`config.mk`:
```
export PLATFORM = sky130hd
export DESIGN_NAME = instr_stream_loader
export DESIGN_NICKNAME = d
export VERILOG_FILES = /design/src/rtl/instr_stream_loader.sv
export SDC_FILE = /design/constraint.sdc
export NUM_CORES = 1
export LEC_CHECK = 0
export BUFFER_PORTS_ARGS = -buffer_cell sky130_fd_sc_hd__buf_2
export CORE_UTILIZATION = 53
export DETAILED_ROUTE_END_ITERATION = 7
export GPL_TIMING_DRIVEN = 1
export PLACE_DENSITY_LB_ADDON = 0.08
export RECOVER_POWER = 100
export SLEW_MARGIN = 20
export SYNTH_ARGS = -nofsm -noshare
export SYNTH_HDL_FRONTEND = slang
export SYNTH_SLANG_ARGS = --single-unit
```
`constraint.sdc`:
```
create_clock -name i_clk -period 2.47 [get_ports i_clk]
set_input_delay 0.494 -clock i_clk [delete_from_list [all_inputs] [get_ports i_clk]]
set_output_delay 0.494 -clock i_clk [all_outputs]
set_load 0.02 [all_outputs]
```
`src/rtl/instr_stream_loader.sv`:
```
// Packs an 8-bit byte stream little-endian into 64-bit words and writes them to instruction memory from address 0.
// Optional macro INSTR_LOADER_CHECKSUM_EN adds o_checksum, a 16-bit sum of all accepted bytes.

module isl_lane #(
  parameter logic [7:0] PAD_BYTE = 8'h00
) (
  input  logic       i_clk,
  input  logic       i_rst_n,
  input  logic       wr,
  input  logic       clr,
  input  logic [7:0] d,
  output logic [7:0] q
);
  always_ff @(posedge i_clk or negedge i_rst_n) begin
    if (!i_rst_n)  q <= PAD_BYTE;
    else if (clr)  q <= PAD_BYTE;
    else if (wr)   q <= d;
  end
endmodule

module instr_stream_loader #(
  parameter int         ADDR_W    = 15,
  parameter int         MAX_WORDS = 32768,
  parameter logic [7:0] PAD_BYTE  = 8'h00
) (
  input  logic              i_clk,
  input  logic              i_rst_n,
  input  logic              i_load_start,
  input  logic              i_byte_vld,
  input  logic [7:0]        i_byte_data,
  input  logic              i_byte_last,
  output logic              o_byte_rdy,
  output logic              o_instr_mem_wr_vld,
  output logic [ADDR_W-1:0] o_instr_mem_wr_addr,
  output logic [63:0]       o_instr_mem_wr_data,
  input  logic              i_instr_mem_wr_rdy,
  output logic              o_instr_mem_wr_finish,
  output logic              o_busy,
  output logic              o_overflow,
  output logic [ADDR_W:0]   o_word_count
`ifdef INSTR_LOADER_CHECKSUM_EN
  ,output logic [15:0]      o_checksum
`endif
);

  typedef enum logic [2:0] {IDLE, COLLECT, WRITE, DRAIN, DONE} state_t;

  localparam logic [ADDR_W:0] MAX_CNT = (ADDR_W+1)'(MAX_WORDS);

  state_t               state, state_nxt;
  logic [2:0]           idx;
  logic                 word_last;
  logic [ADDR_W:0]      count;
  logic                 overflow;
  logic [7:0][7:0]      lanes;

  logic byte_acc, full, start_ok, wr_hs, keep, ovf_hit;

  assign byte_acc = i_byte_vld & o_byte_rdy;
  assign full     = (count == MAX_CNT);
  assign start_ok = i_load_start & ((state == IDLE) | (state == DONE));
  assign wr_hs    = o_instr_mem_wr_vld & i_instr_mem_wr_rdy;
  assign keep     = byte_acc & (state == COLLECT) & ~full;
  assign ovf_hit  = byte_acc & (state == COLLECT) & full;

  assign o_byte_rdy            = (state == COLLECT) | (state == DRAIN);
  assign o_instr_mem_wr_vld    = (state == WRITE);
  assign o_instr_mem_wr_finish = (state == DONE);
  assign o_busy                = (state != IDLE) & (state != DONE);
  assign o_overflow            = overflow;
  assign o_word_count          = count;
  // Address tracks the word count; it never wraps because the full guard fires first.
  assign o_instr_mem_wr_addr   = count[ADDR_W-1:0];
  assign o_instr_mem_wr_data   = lanes;

  for (genvar g = 0; g < 8; g++) begin : g_lane
    isl_lane #(.PAD_BYTE(PAD_BYTE)) u_lane (
      .i_clk   (i_clk),
      .i_rst_n (i_rst_n),
      .wr      (keep && (idx == 3'(g))),
      .clr     (wr_hs || start_ok),
      .d       (i_byte_data),
      .q       (lanes[g])
    );
  end

  always_ff @(posedge i_clk or negedge i_rst_n) begin
    if (!i_rst_n) state <= IDLE;
    else          state <= state_nxt;
  end

  always_comb begin
    state_nxt = state;
    case (state)
      IDLE:    if (i_load_start) state_nxt = COLLECT;
      COLLECT: if (byte_acc) begin
                 if (full)                              state_nxt = i_byte_last ? DONE : DRAIN;
                 else if ((idx == 3'd7) || i_byte_last) state_nxt = WRITE;
               end
      WRITE:   if (wr_hs) state_nxt = word_last ? DONE : COLLECT;
      DRAIN:   if (byte_acc && i_byte_last) state_nxt = DONE;
      DONE:    if (i_load_start) state_nxt = COLLECT;
      default: state_nxt = IDLE;
    endcase
  end

  always_ff @(posedge i_clk or negedge i_rst_n) begin
    if (!i_rst_n) begin
      idx       <= '0;
      word_last <= 1'b0;
      count     <= '0;
      overflow  <= 1'b0;
    end else if (start_ok) begin
      idx       <= '0;
      word_last <= 1'b0;
      count     <= '0;
      overflow  <= 1'b0;
    end else begin
      if (keep) begin
        idx       <= idx + 3'd1;
        word_last <= i_byte_last;
      end
      if (ovf_hit) overflow <= 1'b1;
      if (wr_hs) begin
        idx   <= '0;
        count <= count + 1'b1;
      end
    end
  end

`ifdef INSTR_LOADER_CHECKSUM_EN
  logic [15:0] csum;
  assign o_checksum = csum;

  // Drained bytes count too; pad bytes never pass through byte_acc.
  always_ff @(posedge i_clk or negedge i_rst_n) begin
    if (!i_rst_n)      csum <= '0;
    else if (start_ok) csum <= '0;
    else if (byte_acc) csum <= csum + {8'h00, i_byte_data};
  end
`endif

endmodule

```
**After elaboration in Yosys (flattened, before gate mapping)**

Cells that the tools add are included.

- Muxes and demuxes: 34
- Bitwise gates (word level): 10
- Eq/ne operators: 18
- Reductions and logical operators: 28
- Add/sub/neg operators: 2

Operators with widths:

| cell | number |
|---|---|
| 2-to-1 mux 8 bit | 16 |
| 2-to-1 mux 3 bit | 11 |
| 2-to-1 mux 16 bit | 2 |
| nonzero test 2 bit | 11 |
| adder 16 x 1 -> 16 bit, second input constant | 1 |
| == test 16 bit, second input constant | 1 |
| == test 3 bit, second input constant | 5 |
| == test 3 x 2 -> 1 bit, second input constant | 4 |
| case mux 3 bit (4 select lines) | 1 |
| logical AND 1 bit | 9 |
| bitwise AND 1 bit | 7 |
| == test 3 x 1 -> 1 bit, second input constant | 2 |
| zero test 3 bit | 2 |
| inequality test 2 x 1 -> 1 bit, second input constant | 3 |
| nonzero test 3 bit | 2 |
| AND reduction 5 bit | 1 |
| 2-to-1 mux 1 bit | 4 |
| adder 3 x 1 -> 3 bit, second input constant | 1 |
| inequality test 3 x 2 -> 1 bit, second input constant | 1 |
| inequality test 3 bit, second input constant | 1 |
| logical OR 1 bit | 2 |
| inequality test 2 bit, second input constant | 1 |
| bitwise OR 1 bit | 2 |
| OR reduction 2 bit | 1 |
| NOT 1 bit | 1 |

- Flip-flop bits (word level): 88

**Longest topological paths before layout**

Gate-level depths: netlist of the first run.

- Depth in word-level cells: 8
- Mapped depth: 9
- Gate-level depth less buffers: 6

**Modules after synthesis**

A second synthesis of the first run with hierarchy kept.

- Cells, all modules: 385
- Area, all modules: 4,206.5 sq um

By module, submodules not included:

| module | seq. area each (sq um) | cells an instance | instances | area each (sq um) |
|---|---|---|---|---|
| isl_lane | 200.2 | 26 | 8 | 325.3 |
| instr_stream_loader | 600.6 | 177 | 1 | 1,604.0 |

**Least setup slack after synthesis of the first run**

Ideal clock, no wire load.

- Kind: register to register
- Start: reg count[0], in the netlist o_word_count[0]
- End: reg state[2]
- Path slack: 0.411 ns
- Period minus slack after synthesis: 2.059 ns
- Cell stages (with the launch flop): 9
- Setup time: 0.126 ns
- Arrival: 1.932 ns
- Cell sequence: dfrtp_1 clkbuf_1 inv_1 ha_1 nor4b_1 and4_1 buf_2 o22ai_1 o32a_1

- Longest elaborated chain between the ends: 4
- Elaborated cells between the ends (all ways): 6
- Classes of those cells: eq/ne: 2; mux: 3; reduce/logical: 1

Ends and longest elaborated chain:

| element | RTL line | text |
|---|---|---|
| start, declared | 53 | `logic [ADDR_W:0] count;` |
| start signal, assigned | 126 | `count <= count + 1'b1;` |
| == test 16 bit * | 60 | `assign full = (count == MAX_CNT);` |
| 2-to-1 mux 3 bit | 97 | `if (full) state_nxt = i_byte_last ? DONE : DRAIN;` |
| 2-to-1 mux 3 bit | 96 | `COLLECT: if (byte_acc) begin` |
| case mux 3 bit (4 select lines) | 94 | `case (state)` |
| end signal, assigned | 89 | `else state <= state_nxt;` |
| end, declared | 50 | `state_t state, state_nxt;` |

Mark *: on every way between the ends. The rest lies on a longest branch, timed or not. The select of a mux whose other input is x is not followed.
A chain may end at the register's enable or synchronous reset.

**Final worst setup path of the first run**

- Start: reg count[1], in the netlist o_word_count[1]
- End: reg g_lane[0].u_lane.q[5]

- Longest elaborated chain between the ends: 5

Ends and longest elaborated chain:

| element | RTL line | text |
|---|---|---|
| == test 16 bit | 60 |  |
| NOT 1 bit | 63 | `assign keep = byte_acc & (state == COLLECT) & ~full;` |
| bitwise AND 1 bit | 63 |  |
| logical AND 1 bit | 80 | `.wr (keep && (idx == 3'(g))),` |
| nonzero test 2 bit (no source line) | -- |  |
| end signal, assigned | 15 | `if (!i_rst_n) q <= PAD_BYTE;` |
| end signal, assigned | 16 | `else if (clr) q <= PAD_BYTE;` |
| end signal, assigned | 17 | `else if (wr) q <= d;` |
| end, declared | 12 | `output logic [7:0] q` |

Every way passes these cells.

==> results_tabular.tex, run 1 <==
\begin{tabular}{lr}
\hline
Metric & Value \\
\hline
\multicolumn{2}{l}{\textbf{Setup path}} \\
\quad Required time of the critical path & around 2.7 ns \\
\quad Endpoint class of the critical path & register \\
\quad Crit Path Category & reg2reg \\
\quad R2R cell count & 7 \\
\quad Critical-path maximum fanout & 33 \\
\quad CP arrival & roughly 2.5 ns \\
\quad Worst reg2reg path endpoint & g\_lane[0].u\_lane.q[5] \\
\quad Reg-to-reg critical path startpoint & o\_word\_count[1] \\
\quad Type of origin of the critical path & register \\
\quad Worst setup slack for register-to-register paths & between 0.15 and 0.2 ns \\
\multicolumn{2}{l}{\textbf{Floorplanning}} \\
\quad Starting utilization of the core area & 55.9\% \\
\quad Height of the die & 93.2 um \\
\quad Die boundary width & a little over 90 um \\
\quad Placeable core region & 7890 um\^{}2 \\
\quad Total Die Area & between 8000 and 9000 um\^{}2 \\
\quad I/O pin cnt & approximately 110 \\
\quad Row count & 32 \\
\multicolumn{2}{l}{\textbf{Synth}} \\
\quad Number of enable-type register cells in the synthesized netlist & 0 \\
\quad \#FFs+latches synth & 88 \\
\quad Combined area of all synthesized cells & between 4000 and 5000 um\^{}2 \\
\quad Post-Syn Nets & 510 \\
\quad Share of synthesized registers carrying an async set or reset & 100\% \\
\quad Main combinational cell family by area after synthesis & simple AND/OR/NAND/NOR gates \\
\quad Top cells by area in the synthesized netlist & sky130\_fd\_sc\_hd\_\_dfrtp\_1 (50\%), sky130\_fd\_sc\_hd\_\_nand3\_1 (8.7\%), sky130\_fd\_sc\_hd\_\_a21oi\_1 (6.7\%) \\
\quad Adder-cell area share of the yosys netlist & $\sim$2.3\% \\
\quad Area fraction of the dominant cell type after synthesis & 50.0\% \\
\quad Proportion of synthesized area in mux cells & less than 1\% \\
\quad Post-Synthesis Mean Instance Area & roughly 9.0 um\^{}2 \\
\quad Post-synthesis share of cell area spent on xor and xnor gates & approximately 1.4\% \\
\quad Count of yosys warnings during synthesis & 0 \\
\quad Dominant cell type by area after synthesis & sky130\_fd\_sc\_hd\_\_dfrtp\_1 \\
\quad Share of synthesized cell area in and, or, nand and nor gates & between 10\% and 20\% \\
\quad Seq/Total Area, Yosys & between 40\% and 50\% \\
\quad Post-Synthesis Cells & about 490 \\
\quad Count of distinct cell types in the synthesized netlist & between 40 and 50 \\
\quad Synth Area in Compound Gates & 18.1\% \\
\quad Most instantiated flip-flop cell in the synthesis netlist & sky130\_fd\_sc\_hd\_\_dfrtp\_1 \\
\multicolumn{2}{l}{\textbf{Clock network}} \\
\quad Latest clock arrival within the worst-skew pair & between 0.3 and 0.4 ns \\
\quad CTS tree & built \\
\quad CTS Buf Count & 9 \\
\quad Post-CTS Hold Fix Bufs & 0 \\
\quad Clk root buf & sky130\_fd\_sc\_hd\_\_clkbuf\_8 \\
\quad Number of clock sinks seen by CTS & a little under 90 \\
\quad H-tree levels & 3 \\
\quad Clock transition at the register clock pins on the worst setup and hold paths after CTS & around 0.09 ns \\
\quad Longest Clk Path Bufs & 2 \\
\quad Post-CTS setup repair buffer count & 0 \\
\multicolumn{2}{l}{\textbf{Placed design}} \\
\quad Placed cell count & roughly 660 \\
\quad Last weighted congestion value of the routability-driven placer & $\sim$0.84 \\
\quad HPWL after detailed placement & 7760 um \\
\quad PortBufs & 113 \\
\multicolumn{2}{l}{\textbf{STA}} \\
\quad Setup tns final & 0 ns \\
\quad Part of the cycle the worst path needs & 92.7\% \\
\quad Max-slew violation total from the final report & 38 \\
\quad Final setup skew & around 0.014 ns \\
\quad Max\_slew headroom & -46.8\% \\
\quad Final Hold Vio Count & 0 \\
\quad Endpoints failing setup & 0 \\
\quad Min cycle time layout & approximately 2.3 ns \\
\quad RSZ-0062 raised after global routing & no \\
\quad Worst hold slack across all endpoints & 0.443 ns \\
\quad F\_max & around 440 MHz \\
\quad Slew at the pin closest to its max-slew limit & 2.20 ns \\
\multicolumn{2}{l}{\textbf{Worst hold path}} \\
\quad Hold Path Sink & word\_last \\
\quad Startpoint of the lowest-slack hold path & i\_byte\_last \\
\quad Class of the tightest hold or removal check & in2reg \\
\quad Worst hold path depth & 3 \\
\multicolumn{2}{l}{\textbf{Global route}} \\
\quad Overall global routing resource usage & between 20\% and 30\% \\
\quad First-pass GRT wire length & $\sim$19000 um \\
\quad Antenna violations before repair & 0 \\
\quad Via count of the first global-routing pass & 3633 \\
\quad Pin count of the biggest net entering global routing & 55 \\
\quad Overflow after GRT & 0 \\
\multicolumn{2}{l}{\textbf{Status}} \\
\quad Outcome & finished with violations \\
\quad Violated checks & capacitance limit, slew limit \\
\multicolumn{2}{l}{\textbf{Cells and area}} \\
\quad Total area of multi-input combinational cells & approximately 1900 um\^{}2 \\
\quad Highest-count cells in the layout ignoring fill and taps & sky130\_fd\_sc\_hd\_\_clkbuf\_1 (101), sky130\_fd\_sc\_hd\_\_dfrtp\_1 (88), sky130\_fd\_sc\_hd\_\_nand3\_1 (77) \\
\quad Reg area & 2200 um\^{}2 \\
\quad Antenna diode instance count & 0 \\
\quad Non-filler cells, final & between 600 and 700 \\
\quad Net count, final & slightly below 600 \\
\quad FILL cells & 739 \\
\quad Most common cell after layout, fill and taps aside & sky130\_fd\_sc\_hd\_\_clkbuf\_1 \\
\quad Layout overhead on the synthesized area & 13.9\% \\
\quad Share of the core filled with cells in the final layout & between 60\% and 70\% \\
\quad Share of post-route cells with drive strength above 1 & 8.26\% \\
\multicolumn{2}{l}{\textbf{Power and ir drop}} \\
\quad Leakage component of the power & approximately 2.1 nW \\
\quad Clock network fraction of total power & a little over a quarter \\
\quad Total chip power & roughly 3.9 mW \\
\quad Power density over cell area & around 790 nW/um\^{}2 \\
\quad Internal power & 2.45 mW \\
\quad Reg power frac & between 40\% and 50\% \\
\quad Psw & 1.50 mW \\
\quad Combinational fraction of design power & between 20\% and 30\% \\
\quad Net switching share of the total power & 38.0\% \\
\quad Worst vdd rail ir drop & 0.336 mV \\
\multicolumn{2}{l}{\textbf{Routing}} \\
\quad Routed Wire Length & roughly 12000 um \\
\quad Violation count after the first detailed-route iteration & about 280 \\
\quad Router iterations before antenna repair & 5 \\
\quad Vias & 4070 \\
\quad Post-DRT Antenna Nets & 0 \\
\quad Average vias per placed instance & approximately 6.1 \\
\quad Final routed DRC violation total & 0 \\
\quad Average wire per standard cell & $\sim$18 um \\
\multicolumn{2}{l}{\textbf{Flow run}} \\
\quad Max capacitance violation total & 1 \\
\hline
\end{tabular}
-- repair_timing --
action	CTS	global route
endpoints found under the setup margin	0	1
resized for setup	0	0
hold endpoints to repair	0	0
-- cells in the mapped netlist, types with 4 or more instances --
library cell / count
sky130_fd_sc_hd__ha_1: 8
sky130_fd_sc_hd__nand4_1: 7
sky130_fd_sc_hd__buf_2: 13
sky130_fd_sc_hd__nor2_1: 15
sky130_fd_sc_hd__or4_1: 5
sky130_fd_sc_hd__o31ai_1: 4
sky130_fd_sc_hd__a21oi_1: 59
sky130_fd_sc_hd__or3_1: 4
sky130_fd_sc_hd__o21ai_1: 20
sky130_fd_sc_hd__and3_1: 8
sky130_fd_sc_hd__nand2_1: 25
sky130_fd_sc_hd__nand2b_1: 4
sky130_fd_sc_hd__nand3_1: 77
sky130_fd_sc_hd__xor2_1: 5
sky130_fd_sc_hd__clkbuf_1: 28
sky130_fd_sc_hd__buf_4: 17
sky130_fd_sc_hd__dfrtp_1: 88
sky130_fd_sc_hd__and2_1: 4
sky130_fd_sc_hd__o21ai_0: 53
sky130_fd_sc_hd__inv_1: 10
-- flip-flops by register name (all words and copies together) (netlist names) --
register,cells
idx,3
o_word_count,16
word_last,1
state,3
g_lane.u_lane.q,64
o_overflow,1
-- power groups by stage --
stage	logic, mW	clock network [mW]	registers [mW]
final	1.14	1.04	1.76
after global routing	1.25	1.10	1.79
after CTS	1.19	1.05	1.76
after detailed placement	1.19	0	1.79
after global placement	1.17	0	1.77
after floorplan	0.709	0	1.86
-- critical path, stage by stage (launching register included) --
cell and delay [ns]:
sky130_fd_sc_hd__dfrtp_1 0.48, sky130_fd_sc_hd__inv_1 0.12, sky130_fd_sc_hd__ha_1 0.15, sky130_fd_sc_hd__nor4b_1 0.33, sky130_fd_sc_hd__nand4_1 0.45, sky130_fd_sc_hd__buf_4 0.41, sky130_fd_sc_hd__nand3_1 0.14, sky130_fd_sc_hd__a21oi_1 0.08
-- stage by stage --
stage / setup slack [ns] / cell area [um^2]
2_1_floorplan: 0.411 / 4410
3_3_place_gp: 0.368 / 4950
3_5_place_dp: 0.243 / 4950
5_1_grt: 0.00774 / 5020
4_1_cts: 0.230 / 5160
6_report: 0.181 / 5020
-- worst max-delay path by stage --
| stage | end | slack [ns] | start | cells after the start |
|---|---|---|---|---|
| 5_1_grt | g_lane[0].u_lane.q[5] | 0.008 | o_word_count[1] | 7 |
| 2_1_floorplan | state[2] | 0.41 | o_word_count[0] | 8 |
| 6_report | g_lane[0].u_lane.q[5] | 0.18 | o_word_count[1] | 7 |
| 3_5_place_dp | g_lane[0].u_lane.q[5] | 0.24 | o_word_count[1] | 7 |
| 4_1_cts | g_lane[0].u_lane.q[5] | 0.23 | o_word_count[1] | 7 |
| 3_3_place_gp | g_lane[6].u_lane.q[0] | 0.37 | o_word_count[0] | 7 |
-- area by class of cell --
cell class	instances	share of cell area, %
tap	102	2.54
inverter	10	0.748
sequential	88	43.9
timing repair buffer	125	11.4
multi-input combinational	330	37.4
clock buffer	9	2.47
clock inverter	7	1.57
-- logic make-up after synthesis --
kind of cell             after synthesis
AO/OA/AOI/OAI                        149
multiplexers                           2
XOR/XNOR                               7
buffers and inverters                 70
adder cells (fa/ha/maj)                8
AND/OR/NAND/NOR                      164
flip-flops                            88
-- routing by layer --
layer  wire, um  GRT usage (%)
met3        999           4.80
met1       5300           43.0
met5          0              0
met2       5290           39.6
met4        204           10.4
Power figures use the tool's default switching activity.
==> run 2, diff against run 1 <==
Settings changed: ABC_AREA set to 1.
==> results_tabular.tex, run 2 <==
\begin{tabular}{lr}
\hline
Metric & Value \\
\hline
\multicolumn{2}{l}{\textbf{STA}} \\
\quad RSZ-0062 raised after global routing & no \\
\quad F\_max & 466 MHz (+6.8\%) \\
\quad Max\_slew headroom & 9.21\% (+56 points) \\
\quad Part of the cycle the worst path needs & 86.8\% (-5.9 points) \\
\quad Slew at the pin closest to its max-slew limit & 1.36 ns (-0.840 ns) \\
\quad Min cycle time layout & 2.14 ns (-0.145 ns) \\
\quad Endpoints failing setup & 0 (unchanged) \\
\quad Final setup skew & 0.00449 ns (-0.00913 ns) \\
\quad Final Hold Vio Count & 0 (unchanged) \\
\quad Setup tns final & 0 ns (unchanged) \\
\quad Worst hold slack across all endpoints & 0.427 ns (-0.0157 ns) \\
\quad Max-slew violation total from the final report & 0 (-100\%) \\
\multicolumn{2}{l}{\textbf{Synth}} \\
\quad Post-Syn Nets & 576 (+13\%) \\
\quad Number of enable-type register cells in the synthesized netlist & 0 (unchanged) \\
\quad \#FFs+latches synth & 88 (unchanged) \\
\quad Most frequently used cell type in the post-synthesis netlist & sky130\_fd\_sc\_hd\_\_nand2\_1 \\
\quad Main combinational cell family by area after synthesis & simple AND/OR/NAND/NOR gates \\
\quad Synth Area in Compound Gates & 3.07\% (-15 points) \\
\quad Share of synthesized cell area in and, or, nand and nor gates & 36.4\% (+17 points) \\
\quad Most instantiated flip-flop cell in the synthesis netlist & sky130\_fd\_sc\_hd\_\_dfrtp\_1 \\
\quad Count of distinct cell types in the synthesized netlist & 30 (-33\%) \\
\quad Seq/Total Area, Yosys & 49.6\% (-0.37 points) \\
\quad Proportion of synthesized area in mux cells & 0\% (-0.51 points) \\
\quad Post-Synthesis Cells & 554 (+14\%) \\
\quad Adder-cell area share of the yosys netlist & 2.25\% (-0.017 points) \\
\quad Combined area of all synthesized cells & 4440 um\^{}2 (+0.74\%) \\
\quad Area fraction of the dominant cell type after synthesis & 49.6\% (-0.37 points) \\
\quad Count of yosys warnings during synthesis & 0 (unchanged) \\
\quad Post-Synthesis Mean Instance Area & 8.01 um\^{}2 (-11\%) \\
\quad Leading cell types by count after synthesis & sky130\_fd\_sc\_hd\_\_nand2\_1 (188), sky130\_fd\_sc\_hd\_\_nand3\_1 (89), sky130\_fd\_sc\_hd\_\_dfrtp\_1 (88) \\
\quad Share of synthesized registers carrying an async set or reset & 100\% (unchanged) \\
\quad Dominant cell type by area after synthesis & sky130\_fd\_sc\_hd\_\_dfrtp\_1 \\
\quad Post-synthesis share of cell area spent on xor and xnor gates & 0.197\% (-1.2 points) \\
\quad Top cells by area in the synthesized netlist & sky130\_fd\_sc\_hd\_\_dfrtp\_1 (50\%), sky130\_fd\_sc\_hd\_\_nand2\_1 (16\%), sky130\_fd\_sc\_hd\_\_nand3\_1 (10\%) \\
\multicolumn{2}{l}{\textbf{Global route}} \\
\quad Overall global routing resource usage & 27.3\% (-0.74 points) \\
\quad Pin count of the biggest net entering global routing & 45 (-18\%) \\
\quad Antenna violations before repair & 0 (unchanged) \\
\quad Overflow after GRT & 0 (unchanged) \\
\quad Via count of the first global-routing pass & 3799 (+4.6\%) \\
\quad First-pass GRT wire length & 18100 um (-4.0\%) \\
\multicolumn{2}{l}{\textbf{Cells and area}} \\
\quad Max reg flops & 64 (unchanged) \\
\quad Highest-count cells in the layout ignoring fill and taps & sky130\_fd\_sc\_hd\_\_nand2\_1 (190), sky130\_fd\_sc\_hd\_\_clkbuf\_1 (102), sky130\_fd\_sc\_hd\_\_nand3\_1 (89) \\
\quad Net count, final & 690 (+18\%) \\
\quad Largest register by flop count & g\_lane.u\_lane.q \\
\quad Non-filler cells, final & 778 (+16\%) \\
\quad Share of post-route cells with drive strength above 1 & 9.96\% (+1.7 points) \\
\quad FILL cells & 801 (+8.4\%) \\
\quad Most common cell after layout, fill and taps aside & sky130\_fd\_sc\_hd\_\_nand2\_1 \\
\quad Layout overhead on the synthesized area & 14.7\% \\
\quad Total area of multi-input combinational cells & 1840 um\^{}2 (-2.3\%) \\
\quad Antenna diode instance count & 0 (unchanged) \\
\quad Reg area & 2200 um\^{}2 (unchanged) \\
\quad Final non-filler cell area & 5090 um\^{}2 (+1.4\%) \\
\multicolumn{2}{l}{\textbf{Power and ir drop}} \\
\quad Reg power frac & 39.5\% (-5.2 points) \\
\quad Leakage component of the power & 2.64 nW (+25\%) \\
\quad Clock network fraction of total power & 18.3\% (-8.1 points) \\
\quad Combinational fraction of design power & 42.2\% (+13 points) \\
\quad Total chip power & 5.09 mW (+29\%) \\
\quad Internal power & 2.74 mW (+12\%) \\
\quad Power density over cell area & 999 nW/um\^{}2 (+27\%) \\
\quad Net switching share of the total power & 46.2\% (+8.1 points) \\
\quad Worst vdd rail ir drop & 0.568 mV (+69\%) \\
\quad Psw & 2.35 mW (+57\%) \\
\multicolumn{2}{l}{\textbf{Floorplanning}} \\
\quad Height of the die & 93.5 um (+0.36\%) \\
\quad Die boundary width & 93.5 um (+0.36\%) \\
\quad Total Die Area & 8750 um\^{}2 (+0.72\%) \\
\quad Starting utilization of the core area & 54.3\% (-1.6 points) \\
\quad I/O pin cnt & 114 (unchanged) \\
\quad Row count & 33 (+3.1\%) \\
\quad Placeable core region & 8180 um\^{}2 (+3.6\%) \\
\multicolumn{2}{l}{\textbf{Routing}} \\
\quad Topmost layer with routed signal wires & met4 \\
\quad Violation count after the first detailed-route iteration & 143 (-49\%) \\
\quad Detail Route met2 WL & 5410 um (+2.3\%) \\
\quad Router iterations before antenna repair & 5 (unchanged) \\
\quad Average wire per standard cell & 14.7 um (-16\%) \\
\quad Detail Route met3 WL & 722 um (-28\%) \\
\quad Routed Wire Length & 11400 um (-3.2\%) \\
\quad Vias & 4155 (+2.1\%) \\
\quad Post-DRT Antenna Nets & 0 (unchanged) \\
\quad Detailed-route wire length on metal 1 & 5000 um (-5.6\%) \\
\quad Final routed DRC violation total & 0 (unchanged) \\
\quad Average vias per placed instance & 5.34 (-12\%) \\
\multicolumn{2}{l}{\textbf{Placed design}} \\
\quad Placed cell count & 762 (+16\%) \\
\quad HPWL after detailed placement & 8280 um (+6.6\%) \\
\quad Last weighted congestion value of the routability-driven placer & 0.906 (+7.9\%) \\
\quad Standard cell area after detailed placement & 5080 um\^{}2 (+2.5\%) \\
\quad PortBufs & 113 (unchanged) \\
\multicolumn{2}{l}{\textbf{Status}} \\
\quad Outcome & complete, no violations \\
\multicolumn{2}{l}{\textbf{Clock network}} \\
\quad Longest Clk Path Bufs & 2 (unchanged) \\
\quad Number of clock sinks seen by CTS & 88 (unchanged) \\
\quad Post-CTS Hold Fix Bufs & 0 (unchanged) \\
\quad Resized cells post-CTS & 0 (unchanged) \\
\quad Latest clock arrival within the worst-skew pair & 0.36 ns (about the same) \\
\quad Post-CTS setup repair buffer count & 0 (unchanged) \\
\quad Clk root buf & sky130\_fd\_sc\_hd\_\_clkbuf\_8 \\
\quad CTS tree & built \\
\quad Clock transition at the register clock pins on the worst setup and hold paths after CTS & 0.09 ns (about the same) \\
\quad CTS Buf Count & 9 (unchanged) \\
\quad H-tree levels & 3 (unchanged) \\
\multicolumn{2}{l}{\textbf{Worst hold path}} \\
\quad Class of the tightest hold or removal check & in2async \\
\multicolumn{2}{l}{\textbf{Setup path}} \\
\quad R2R cell count & 9 (+2) \\
\quad CP max stage cell & sky130\_fd\_sc\_hd\_\_dfrtp\_1 \\
\quad Top Family by Delay on Critical Path & simple AND/OR/NAND/NOR gates \\
\quad Critical-path maximum fanout & 10 (-70\%) \\
\quad Type of origin of the critical path & register \\
\quad Required time of the critical path & 2.72 ns (+0.03 ns) \\
\quad Crit Path Category & reg2reg \\
\quad Endpoint class of the critical path & register \\
\quad Crit. path cell count & 9 (+2) \\
\quad Max stage delay on crit path & 0.41 ns (-0.07 ns) \\
\quad Most used cell along the critical path & sky130\_fd\_sc\_hd\_\_nand2\_1 \\
\quad Cell chain of the critical path & inv\_1 > ha\_1 > nand3\_1 > nor2\_1 > nand2\_1 > nand3b\_2 > inv\_1 > nand2\_1 > nand2\_1 \\
\quad Worst path bufs/invs & 2 (unchanged) \\
\quad CP arrival & 2.40 ns (-0.11 ns) \\
\multicolumn{2}{l}{\textbf{Flow run}} \\
\quad Max capacitance violation total & 0 (-1) \\
\hline
\end{tabular}
-- run 2: cell families (layout without fill, tap and decap cells) --
| kind of cell | after synthesis | in the layout |
|---|---|---|
| DFF | 88 | 88 |
| adders and majority gates | 8 | 8 |
| AOI/OAI and AO/OA | 26 | 26 |
| buffers and inverters | 73 | 192 |
| and+or+nand+nor | 358 | 358 |
| xor gates and xnor gates | 1 | 1 |
-- run 2: stage by stage --
stage | setup slack (ns) | utilization (%)
3_5_place_dp | 0.524 | 62.1
3_3_place_gp | 0.579 | 62.1
2_1_floorplan | 0.787 | -
5_1_grt | 0.166 | 62.3
6_report | 0.326 | 62.3
4_1_cts | 0.513 | 64.3
-- run 2: path summary, 6_finish.rpt --
path | startpoint | slack (ns) | to
max | o_word_count[0] | 0.33 | g_lane[5].u_lane.q[2]
min | i_rst_n | 0.43 | o_word_count[4]
max reg2reg | o_word_count[0] | 0.33 | g_lane[5].u_lane.q[2]
min reg2reg | g_lane[5].u_lane.q[1] | 0.50 | g_lane[5].u_lane.q[1]
max in group asynchronous | i_rst_n | 0.83 | g_lane[2].u_lane.q[3]
min in group i_clk | i_byte_last | 0.46 | word_last
-- run 2: area by class of cell --
cell class	count	area share, %
tap	105	2.58
inverter	46	3.44
sequential	88	43.2
clock inverter	6	0.835
clock buffer	10	2.70
multi-input combinational	393	36.0
timing repair buffer	130	11.2
-- run 2: power groups by stage --
stage	logic [mW]	registers [mW]	clock network (mW)
3_5_place_dp	2.30	2.03	0
6_report	2.15	2.01	0.930
2_1_floorplan	1.30	2.29	0
3_3_place_gp	2.24	2.01	0
4_1_cts	2.30	2.00	0.956
5_1_grt	2.38	2.04	1.01
-- run 2: metal layers --
metal,GRT usage [%],vias up
li1,-,1993
met1,34.1,1966
met2,44.5,163
met3,7.40,33
met4,11.8,0
met5,0,-
